--- config.mk ---
export PLATFORM = sky130hd
export DESIGN_NAME = serial_subtractor_n_bit_flat
export DESIGN_NICKNAME = d
export VERILOG_FILES = /design/src/rtl/serial_subtractor_n_bit_pkg.sv /design/src/rtl/serial_subtractor_n_bit_if.sv /design/src/rtl/serial_subtractor_n_bit_full_subtractor_1_bit.sv /design/src/rtl/serial_subtractor_n_bit.sv /design/src/flat_wrapper.sv
export SDC_FILE = /design/constraint.sdc
export NUM_CORES = 1
export LEC_CHECK = 0
export ABC_AREA = 1
export CELL_PAD_IN_SITES_DETAIL_PLACEMENT = 0
export CELL_PAD_IN_SITES_GLOBAL_PLACEMENT = 1
export CORE_MARGIN = 2
export CORE_UTILIZATION = 34
export DETAILED_ROUTE_END_ITERATION = 8
export PLACE_DENSITY_LB_ADDON = 0.05
export SYNTH_ARGS = -nofsm -noshare
export SYNTH_HDL_FRONTEND = slang
export SYNTH_SLANG_ARGS = --single-unit
--- constraint.sdc ---
create_clock -name clk -period 1.25 [get_ports clk]
set_input_delay 0.125 -clock clk [delete_from_list [all_inputs] [get_ports clk]]
set_output_delay 0.125 -clock clk [all_outputs]
set_load 0.02 [all_outputs]
--- src/rtl/serial_subtractor_n_bit_pkg.sv ---
// Shared types and constants for the bit-serial subtractor.
package serial_subtractor_n_bit_pkg;

  localparam int unsigned DefaultWidth = 4;

  typedef enum logic [1:0] {
    StIdle  = 2'd0,
    StShift = 2'd1,
    StDone  = 2'd2
  } state_e;

endpackage

--- src/rtl/serial_subtractor_n_bit_if.sv ---
// Start/busy/done operand and result bundle for the serial subtractor.
interface serial_subtractor_n_bit_if #(
  parameter int unsigned WIDTH = serial_subtractor_n_bit_pkg::DefaultWidth
);
  logic             start;
  logic [WIDTH-1:0] A;
  logic [WIDTH-1:0] B;
  logic             Bin;
  logic             busy;
  logic             done;
  logic [WIDTH-1:0] D;
  logic             Bout;
  logic             ovf;

  modport master (
    output start, A, B, Bin,
    input  busy, done, D, Bout, ovf
  );

  modport slave (
    input  start, A, B, Bin,
    output busy, done, D, Bout, ovf
  );
endinterface

--- src/rtl/serial_subtractor_n_bit_full_subtractor_1_bit.sv ---
// Single-bit full subtractor cell: d = a - b - bin.
module full_subtractor_1_bit (
  input  logic a,
  input  logic b,
  input  logic bin,
  output logic d,
  output logic bout
);
  assign d    = a ^ b ^ bin;
  assign bout = (~a & b) | (~(a ^ b) & bin);
endmodule

--- src/rtl/serial_subtractor_n_bit.sv ---
// Bit-serial subtractor D = A - B - Bin, one bit per clock through a single cell.
module serial_subtractor_n_bit
  import serial_subtractor_n_bit_pkg::*;
#(
  parameter int unsigned WIDTH = DefaultWidth
) (
  input  logic                     clk,
  input  logic                     rst,
  serial_subtractor_n_bit_if.slave bus
);
  localparam int unsigned CntW = $clog2(WIDTH);
  localparam logic [CntW-1:0] LastCnt = CntW'(WIDTH - 1);

  state_e           state_q, state_d;
  logic [WIDTH-1:0] a_q, a_d, b_q, b_d, r_q, r_d, d_q, d_d;
  logic [CntW-1:0]  cnt_q, cnt_d;
  logic             borrow_q, borrow_d;
  logic             a_msb_q, a_msb_d, b_msb_q, b_msb_d;
  logic             bout_q, bout_d, ovf_q, ovf_d;
  logic             cell_d, cell_bout;

  full_subtractor_1_bit u_cell (
    .a    (a_q[0]),
    .b    (b_q[0]),
    .bin  (borrow_q),
    .d    (cell_d),
    .bout (cell_bout)
  );

  always_comb begin
    state_d  = state_q;
    a_d      = a_q;
    b_d      = b_q;
    r_d      = r_q;
    d_d      = d_q;
    cnt_d    = cnt_q;
    borrow_d = borrow_q;
    a_msb_d  = a_msb_q;
    b_msb_d  = b_msb_q;
    bout_d   = bout_q;
    ovf_d    = ovf_q;
    unique case (state_q)
      StIdle, StDone: begin
        if (bus.start) begin
          a_d      = bus.A;
          b_d      = bus.B;
          borrow_d = bus.Bin;
          a_msb_d  = bus.A[WIDTH-1];
          b_msb_d  = bus.B[WIDTH-1];
          cnt_d    = '0;
          state_d  = StShift;
        end else begin
          state_d = StIdle;
        end
      end
      StShift: begin
        a_d      = a_q >> 1;
        b_d      = b_q >> 1;
        r_d      = {cell_d, r_q[WIDTH-1:1]};
        borrow_d = cell_bout;
        cnt_d    = cnt_q + CntW'(1);
        if (cnt_q == LastCnt) begin
          state_d = StDone;
          d_d     = r_d;
          bout_d  = cell_bout;
          // cell_d is the result MSB on the final bit
          ovf_d   = (a_msb_q != b_msb_q) && (cell_d != a_msb_q);
        end
      end
      default: state_d = StIdle;
    endcase
  end

  always_ff @(posedge clk or posedge rst) begin
    if (rst) begin
      state_q  <= StIdle;
      a_q      <= '0;
      b_q      <= '0;
      r_q      <= '0;
      d_q      <= '0;
      cnt_q    <= '0;
      borrow_q <= 1'b0;
      a_msb_q  <= 1'b0;
      b_msb_q  <= 1'b0;
      bout_q   <= 1'b0;
      ovf_q    <= 1'b0;
    end else begin
      state_q  <= state_d;
      a_q      <= a_d;
      b_q      <= b_d;
      r_q      <= r_d;
      d_q      <= d_d;
      cnt_q    <= cnt_d;
      borrow_q <= borrow_d;
      a_msb_q  <= a_msb_d;
      b_msb_q  <= b_msb_d;
      bout_q   <= bout_d;
      ovf_q    <= ovf_d;
    end
  end

  assign bus.busy = (state_q == StShift);
  assign bus.done = (state_q == StDone);
  assign bus.D    = d_q;
  assign bus.Bout = bout_q;
  assign bus.ovf  = ovf_q;

endmodule

--- src/flat_wrapper.sv ---
// flat-port wrapper written by rule: the top's interface ports become plain ports
module serial_subtractor_n_bit_flat import serial_subtractor_n_bit_pkg::*;
#(
  parameter int unsigned WIDTH = DefaultWidth
)
  (clk, rst, bus_start, bus_A, bus_B, bus_Bin, bus_busy, bus_done, bus_D, bus_Bout, bus_ovf);
  serial_subtractor_n_bit_if #(.WIDTH(WIDTH)) bus_i ();
  input  logic clk;
  input  logic rst;
  input wire logic [$bits(bus_i.start)-1:0] bus_start;
  input wire logic [$bits(bus_i.A)-1:0] bus_A;
  input wire logic [$bits(bus_i.B)-1:0] bus_B;
  input wire logic [$bits(bus_i.Bin)-1:0] bus_Bin;
  output wire logic [$bits(bus_i.busy)-1:0] bus_busy;
  output wire logic [$bits(bus_i.done)-1:0] bus_done;
  output wire logic [$bits(bus_i.D)-1:0] bus_D;
  output wire logic [$bits(bus_i.Bout)-1:0] bus_Bout;
  output wire logic [$bits(bus_i.ovf)-1:0] bus_ovf;
  assign bus_i.start = bus_start;
  assign bus_i.A = bus_A;
  assign bus_i.B = bus_B;
  assign bus_i.Bin = bus_Bin;
  assign bus_busy = bus_i.busy;
  assign bus_done = bus_i.done;
  assign bus_D = bus_i.D;
  assign bus_Bout = bus_i.Bout;
  assign bus_ovf = bus_i.ovf;
  serial_subtractor_n_bit #(.WIDTH(WIDTH)) u_core (.clk(clk), .rst(rst), .bus(bus_i));
endmodule
==> metrics, run 1 <==
outcome complete, but fails checks; failing checks negative setup slack; arrival time worst endpoint 1.56 ns; Synth Warn # 0; Hold Path Class in -> async; H-tree levels 1; core area 3080 um2; Max Cap Viol 0; Clock Latency Late Sink 0.32 ns; first-pass GRT wire length 3.88 mm; P_int 2.35 mW; Cell Area, Synth 1110 um2; Clk pwr share 14.1%; DR WL met2 1.13 mm; drt initial violations 31; Reg2Reg Setup Slack -0.09 ns; Pwr per Cell Area 2680 nW/um2; Initial Util 36.1%; leakage power 0.803 nW; Fin. Hold Viols 0; clk buf depth 2; I/O Buffers 19; fmax 0.745 GHz; Clock Skew 0.0141 ns; Reg clk slew, reported paths 0.14 ns; DRC errors left 0; routed wl met3 74 um; RSZ-0062 raised after global routing true; Post-Layout Cell Count 209; highest layer used for signal routing met4; total power 3.97 mW; GRT Util Overall 14.1%; max_slew headroom 79.4%; period utilization 107%; Final GP Congestion 0.711; crit path capture type flop; crit-path cells inv_2 -> fa_2 -> inv_2 -> nand3_2 -> nand2_2 -> nand2_1 -> nand2_1; CP Launch Type flop; critical path class reg -> reg; FF-to-FF End u_core.bus.ovf; Util after Layout 48.3%; share of layout cells above drive strength 1 20.0%; Core Rows 20; slew at the pin closest to its max-slew limit 0.308 ns; final wirelength 2.23 mm; Area Growth Syn to Fin 33.5%; Synth cell types 17; final hold slack 0.128 ns; crit path from u_core.borrow_q; WP data required 1.46 ns; Mean Syn Cell Area 8.43 um2; cell count after synthesis 132; met1 WL 1.01 mm; Max VDD drop 911 uV; Clock Tree Root clkbuf_4; total grt overflow 0; delay of the slowest critical-path stage 0.58 ns; height of the chip 61.2 um; FF-to-FF path depth 7; vias per cell 4.28; Die X 61.2 um; placed insts 202; WL per Instance 10.7 um; Post-CTS Hold Buffers 0; worst setup path end u_core.bus.ovf; Net Sw Frac 40.8%; DP HPWL 1.70 mm; total die area 3740 um2; Antenna Nets Post-Route 0; critical path fanouts, max 3; slowest CP cell fa_2; initial antenna violation count 0; worst setup margin -0.0931 ns; #FFs+latches synth 24; DR vias 894; crit path time final 1.34 ns; Final nets 180; n_diodes 0; Initial DRT Pass Iterations 4; register area 601 um2; multi-input logic area 402 um2; CTS sink count 24; sequential-to-total area share from yosys stat 54.0%; number of global-route vias before repair 926; CTS buffer count 3; Layout fillers 341; largest net degree at the start of global routing 25; final setup vio count 1; sequential share of power 33.7%; P_sw 1.62 mW; r2r startpoint u_core.borrow_q; Syn Nets 146; Top Ports 20; TritonCTS clock tree yes; Comb pwr share 52.2%; Place WS -0.0948 ns; Final Max Tran Viols 0
## how the worst min path moves through the flow
stage | slack [ns] | cells after the start | start | endpoint
after global routing | 0.16 | 3 | rst | u_core.r_q[3]
after floorplan | 0.14 | 1 | rst | u_core.a_msb_q
after detailed placement | 0.47 | 2 | u_core.a_q[1] | u_core.a_q[1]
final | 0.13 | 3 | rst | u_core.bus.D[2]
after CTS | 0.12 | 3 | rst | u_core.bus.D[2]
after global placement | 0.46 | 2 | u_core.cnt_q[1] | u_core.cnt_q[1]
## registers in the layout (all words and copies together), names as in the netlist
signal,cells
u_core.a_msb_q,1
u_core.a_q,4
u_core.b_msb_q,1
u_core.b_q,4
u_core.borrow_q,1
u_core.bus.Bout,1
u_core.bus.D,4
u_core.bus.ovf,1
u_core.cnt_q,2
u_core.r_q,3
u_core.state_q,2
## cells by family after synthesis
family                     share of synthesized area [%]
and+or+nand+nor                                     26.2
DFF                                                 54.0
adders and majority gates                           2.92
buffers and inverters                               11.0
AOI/OAI and AO/OA                                   5.85
## per-stage QoR
stage | TNS [ns] | area (um2)
after global routing | -0.268 | 1490
after CTS | -0.223 | 1460
final | -0.0931 | 1490
after detailed placement | -0.163 | 1410
after global placement | -0.0994 | 1410
after floorplan | -0.0148 | 1110
## critical path, delay by kind of cell, from the launching register on
family / cells / cell delay, ns
adders and majority gates: 1 / 0.58
buffers and inverters: 2 / 0.10
and+or+nand+nor: 4 / 0.18
DFF: 1 / 0.38
## Yosys cell counts
cell	number	area [um2]
nand2_1	41	154
dfrtp_1	24	601
inv_1	24	90.1
nand3_1	15	75.1
o21ai_0	6	30.0
o21ai_1	6	30.0
nand2_4	3	33.8
nor2_1	3	11.3
inv_2	2	7.51
a21oi_1	1	5.00
buf_4	1	7.51
buf_6	1	11.3
fa_1	1	20.0
ha_1	1	12.5
inv_4	1	6.26
nand2_2	1	6.26
nor2_4	1	11.3
## cell type report
class | count | share of cell area, %
Inverter | 27 | 6.99
Timing Repair Buffer | 31 | 18.3
Clock buffer | 3 | 1.52
Sequential cell | 24 | 40.4
Clock inverter | 1 | 2.02
Tap cell | 44 | 3.71
Multi-Input combinational cell | 79 | 27.0
## routing by layer
metal / global-route usage [%] / vias to the layer above
li1: - / 474
met1: 16.4 / 406
met2: 25.2 / 12
met3: 2.52 / 2
met4: 6.52 / 0
met5: 0 / -
## placed cells by master, fill, tap and decap left out, drive strengths merged
cell,instances
dlygate4sd2,6
o21ai,12
a21oi,1
nand2,45
nand3,15
bufinv,1
nor2,4
inv,27
fa,1
dfrtp,24
buf,14
clkbuf,3
ha,1
clkdlybuf4s50,11
## power groups by stage
stage | sequential [mW] | combinational (mW) | clock (mW)
detailed placement | 1.36 | 2.02 | 0
CTS | 1.34 | 2.02 | 0.590
finish | 1.34 | 2.07 | 0.559
global placement | 1.34 | 2.00 | 0
global route | 1.38 | 2.39 | 0.620
floorplan | 1.41 | 1.25 | 0
## what timing repair did
item | in CTS | in global routing
setup buffers | 1 | 2
setup endpoints to repair | 10 | 7
gates resized for setup | 17 | 8
pin swaps | 3 | 3
No activity file was read; power rests on OpenSTA's default activity.
==> run 2, diff against run 1 <==
- SKIP_CTS_REPAIR_TIMING: not set -> 1
==> metrics, run 2 (synthesized netlist as in run 1, its figures left out) <==
most common cell after layout, fill and taps aside nand2_1 (unchanged); TritonCTS clock tree yes (unchanged); first-pass GRT wire length 3.83 mm (was 3.88 mm); Pwr per Cell Area 2640 nW/um2 (was 2680 nW/um2); failing checks negative setup slack (unchanged); n_diodes 0 (unchanged); final wirelength 2.22 mm (was 2.23 mm); largest net degree at the start of global routing 25 (unchanged); period utilization 109% (was 107%); GRT Util Overall 14.0% (was 14.1%); DP HPWL 1.70 mm (unchanged); critical path fanouts, max 3 (unchanged); Die X 61.2 um (unchanged); Clock Tree Root clkbuf_4 (unchanged); Core Rows 20 (unchanged); WP data required 1.46 ns (about the same); total die area 3740 um2 (unchanged); slew at the pin closest to its max-slew limit 0.308 ns (about the same); Final nets 178 (was 180); share of layout cells above drive strength 1 18.4% (was 20.0%); I/O Buffers 19 (unchanged); Hold Path Class in -> async (unchanged); Antenna Nets Post-Route 0 (unchanged); placed insts 202 (unchanged); drt initial violations 36 (was 31); WL per Instance 10.7 um (about the same); outcome complete, but fails checks (unchanged); H-tree levels 1 (unchanged); RSZ-0062 raised after global routing true (unchanged); worst setup margin -0.114 ns (was -0.0931 ns); core area 3080 um2 (unchanged); Top Ports 20 (unchanged); Post-Layout Cell Count 207 (was 209); Initial Util 36.1% (unchanged); Reg clk slew, reported paths 0.14 ns (about the same); Clock Skew 0.0142 ns (was 0.0141 ns); Max VDD drop 897 uV (was 911 uV); Util after Layout 48.3% (about the same); commonest cells after routing, fill and taps aside nand2_1, dfrtp_1, inv_1 (unchanged); Max Cap Viol 0 (unchanged); Fin. Hold Viols 0 (unchanged); arrival time worst endpoint 1.58 ns (was 1.56 ns); vias per cell 4.27 (was 4.28); number of global-route vias before repair 915 (was 926); Layout fillers 341 (unchanged); fmax 0.733 GHz (was 0.745 GHz); height of the chip 61.2 um (unchanged); Final GP Congestion 0.711 (unchanged); DRC errors left 0 (unchanged); Initial DRT Pass Iterations 3 (was 4); final setup vio count 2 (was 1); crit path capture type flop (unchanged); Area Growth Syn to Fin 33.6% (was 33.5%); total grt overflow 0 (unchanged); Final Max Tran Viols 0 (unchanged); CTS sink count 24 (unchanged); Clock Latency Late Sink 0.32 ns (about the same); critical path class reg -> reg (unchanged); CP Launch Type flop (unchanged); DR vias 884 (was 894); leakage power 0.856 nW (was 0.803 nW); CTS buffer count 3 (unchanged); total power 3.93 mW (was 3.97 mW); crit path time final 1.36 ns (was 1.34 ns); initial antenna violation count 0 (unchanged); clk buf depth 2 (unchanged); max_slew headroom 79.4% (about the same)
==> run 2: power breakdown <==
group / total, mW / internal, mW / switching [mW]
Clock: 0.559 / 0.324 / 0.235
Sequential: 1.34 / 1.14 / 0.198
Combinational: 2.03 / 0.863 / 1.16
Total: 3.93 / 2.33 / 1.60
==> run 2: critical path, cell delays in order (launching register included) <==
cell,delay [ns]
dfrtp_1,0.39
inv_2,0.05
fa_2,0.58
inv_2,0.05
nand3_2,0.05
nand2_2,0.05
nand2_1,0.05
nand2_1,0.04
==> run 2: layout make-up <==
class / instances / area [um2] / share of cell area, %
clock buffers: 3 / 22.5 / 1.52
clock inverters: 1 / 30.0 / 2.02
inverters: 27 / 104 / 6.99
multi-input cells: 79 / 402 / 27.0
flip-flops and latches: 24 / 601 / 40.4
well taps: 44 / 55.1 / 3.70
repair buffers: 29 / 273 / 18.4
==> run 2: final timing paths <==
check,from,endpoint,slack [ns],cells after the start
worst max register to register,u_core.b_q[0],u_core.bus.ovf,-0.11,7
max in group asynchronous,rst,u_core.cnt_q[0],0.87,3
worst min-delay path,rst,u_core.bus.D[2],0.13,3
min in group clk,bus_B[3],u_core.b_q[3],0.37,3
worst max-delay path,u_core.b_q[0],u_core.bus.ovf,-0.11,7
worst min register to register,u_core.bus.D[0],u_core.bus.D[0],0.49,2
==> run 2: metrics by stage <==
stage          setup TNS, ns  instance area, um2  setup WS [ns]  hold slack, ns
2_1_floorplan        -0.0148                1110        -0.0148           0.140
3_3_place_gp         -0.0994                1410        -0.0525           0.459
3_5_place_dp          -0.163                1410        -0.0948           0.466
4_1_cts                -2.06                1460         -0.437           0.124
5_1_grt               -0.432                1490         -0.188           0.157
6_report              -0.136                1490         -0.114           0.128
==> run 2: per-layer routing <==
layer  routed length (um)  GRT usage (%)
met3                   72           2.52
met1                 1010           16.2
met5                    0              0
met2                 1120           24.8
met4                   15           6.52
==> run 3, diff against run 2 <==
- PLACE_DENSITY_LB_ADDON: 0.05 -> 0.3
==> metrics, run 3 (synthesized netlist as in run 1, its figures left out) <==
final wirelength 2.31 mm (was 2.22 mm); Final Max Tran Viols 0 (unchanged); number of global-route vias before repair 843 (was 915); total die area 3740 um2 (unchanged); placed insts 199 (was 202); Comb pwr share 51.8% (was 51.6%); CP top delay family adder cells (unchanged); final setup vio count 2 (unchanged); max_slew headroom 79.8% (was 79.4%); Die X 61.2 um (unchanged); Max VDD drop 1210 uV (was 897 uV); initial antenna violation count 0 (unchanged); clk buf depth 2 (unchanged); sequential share of power 33.7% (was 34.2%); failing checks negative setup slack (unchanged); leakage power 0.854 nW (was 0.856 nW); Initial Util 36.1% (unchanged); Setup TNS -0.127 ns (was -0.136 ns); Clock Latency Late Sink 0.33 ns (was 0.32 ns); worst setup margin -0.0922 ns (was -0.114 ns); H-tree levels 1 (unchanged); Clk pwr share 14.5% (was 14.2%); total grt overflow 0 (unchanged); CTS sink count 24 (unchanged); first-pass GRT wire length 3.86 mm (was 3.83 mm); crit path capture type flop (unchanged); crit-path cells inv_2 -> fa_2 -> inv_2 -> nand3_2 -> nand2_1 -> nand2_1 -> nand2_1 (was inv_2 -> fa_2 -> inv_2 -> nand3_2 -> nand2_2 -> nand2_1 -> nand2_1); slew at the pin closest to its max-slew limit 0.304 ns (was 0.308 ns); WP data required 1.49 ns (was 1.46 ns); P_int 2.33 mW (about the same); placed cell area 1380 um2 (was 1410 um2); most common cell after layout, fill and taps aside nand2_1 (unchanged); CTS buffer count 3 (unchanged); I/O Buffers 19 (unchanged); Final GP Congestion 0.751 (was 0.711); Place WS -0.0746 ns (was -0.0948 ns); commonest cells after routing, fill and taps aside nand2_1, dfrtp_1, inv_1 (unchanged); Max Cap Viol 0 (unchanged); core area 3080 um2 (unchanged); Core Rows 20 (unchanged); Antenna Nets Post-Route 0 (unchanged); Finished Cell Area 1490 um2 (about the same); height of the chip 61.2 um (unchanged); Net Sw Frac 41.3% (was 40.7%); critical path fanouts, max 3 (unchanged); Reg clk slew, reported paths 0.14 ns (about the same); vias per cell 4.31 (was 4.27); delay of the slowest critical-path stage 0.58 ns (about the same); Final nets 177 (was 178); RSZ-0062 raised after global routing true (unchanged); DRC errors left 0 (unchanged); Buf/Inv on CP 2 (unchanged); CP Launch Type flop (unchanged); n_diodes 0 (unchanged); arrival time worst endpoint 1.58 ns (about the same); outcome complete, but fails checks (unchanged); TritonCTS clock tree yes (unchanged); Reg2Reg Setup Slack -0.09 ns (was -0.11 ns); Top Ports 20 (unchanged); period utilization 107% (was 109%); Fin. Hold Viols 0 (unchanged); fmax 0.745 GHz (was 0.733 GHz); WL per Instance 11.2 um (was 10.7 um); drt initial violations 34 (was 36); largest net degree at the start of global routing 25 (unchanged); P_sw 1.64 mW (was 1.60 mW); DR vias 888 (was 884); Hold Path Class in -> async (unchanged); Area Growth Syn to Fin 33.9% (was 33.6%); most used cell, CP nand2_1; Post-Layout Cell Count 206 (was 207); GRT Util Overall 14.3% (was 14.0%); Clock Skew 0.00801 ns (was 0.0142 ns); Pwr per Cell Area 2670 nW/um2 (was 2640 nW/um2); total power 3.97 mW (was 3.93 mW); crit path time final 1.34 ns (was 1.36 ns); slowest CP cell fa_2 (unchanged); critical path class reg -> reg (unchanged); DP HPWL 1.64 mm (was 1.70 mm); Clock Tree Root clkbuf_4 (unchanged); share of layout cells above drive strength 1 17.3% (was 18.4%); Initial DRT Pass Iterations 4 (was 3)
## run 3: cell types whose count changed in the layout (fill, tap and decap cells not counted), sizes merged
cell    change
clkbuf      -1
## run 3: path summary, 6_finish.rpt
kind                                       from              end  depth (start not counted)
worst min register to register  u_core.cnt_q[0]  u_core.cnt_q[0]                          1
max in group asynchronous                   rst    u_core.a_q[2]                          3
min in group clk                       bus_A[3]    u_core.a_q[3]                          3
worst max-delay path              u_core.b_q[0]   u_core.bus.ovf                          7
worst min-delay path                        rst   u_core.bus.ovf                          3
worst max register to register    u_core.b_q[0]   u_core.bus.ovf                          7
## run 3: power by group through the flow
stage / sequential, mW / combinational, mW / clock [mW]
2_1_floorplan: 1.41 / 1.25 / 0
3_3_place_gp: 1.34 / 1.91 / 0
3_5_place_dp: 1.36 / 1.92 / 0
4_1_cts: 1.34 / 1.94 / 0.586
5_1_grt: 1.37 / 2.35 / 0.622
6_report: 1.34 / 2.06 / 0.576
## run 3: cell type report
class,count,area [um2]
Clock buffer,3,22.5
Clock inverter,1,30.0
Fill cell,311,1590
Inverter,27,106
Multi-Input combinational cell,79,399
Sequential cell,24,601
Tap cell,44,55.1
Timing Repair Buffer,28,275
## run 3: per-layer routing
metal / global-route usage (%) / routed length [um] / vias up
met4: 2.80 / 21 / 0
li1: - / - / 464
met3: 4.41 / 102 / 2
met5: 0 / 0 / -
met2: 24.3 / 1170 / 18
met1: 18.0 / 1020 / 404
## run 3: metrics by stage
| step | utilization (%) | hold WS (ns) |
|---|---|---|
| after floorplan | - | 0.140 |
| after global placement | 45.0 | 0.461 |
| after detailed placement | 45.0 | 0.465 |
| after CTS | 46.7 | 0.125 |
| after global routing | 48.4 | 0.118 |
| final | 48.4 | 0.113 |
## run 3: worst reg2reg max path, stage by stage (launching register included)
cell,delay (ns)
dfrtp_1,0.38
inv_2,0.05
fa_2,0.58
inv_2,0.05
nand3_2,0.05
nand2_1,0.05
nand2_1,0.05
nand2_1,0.04
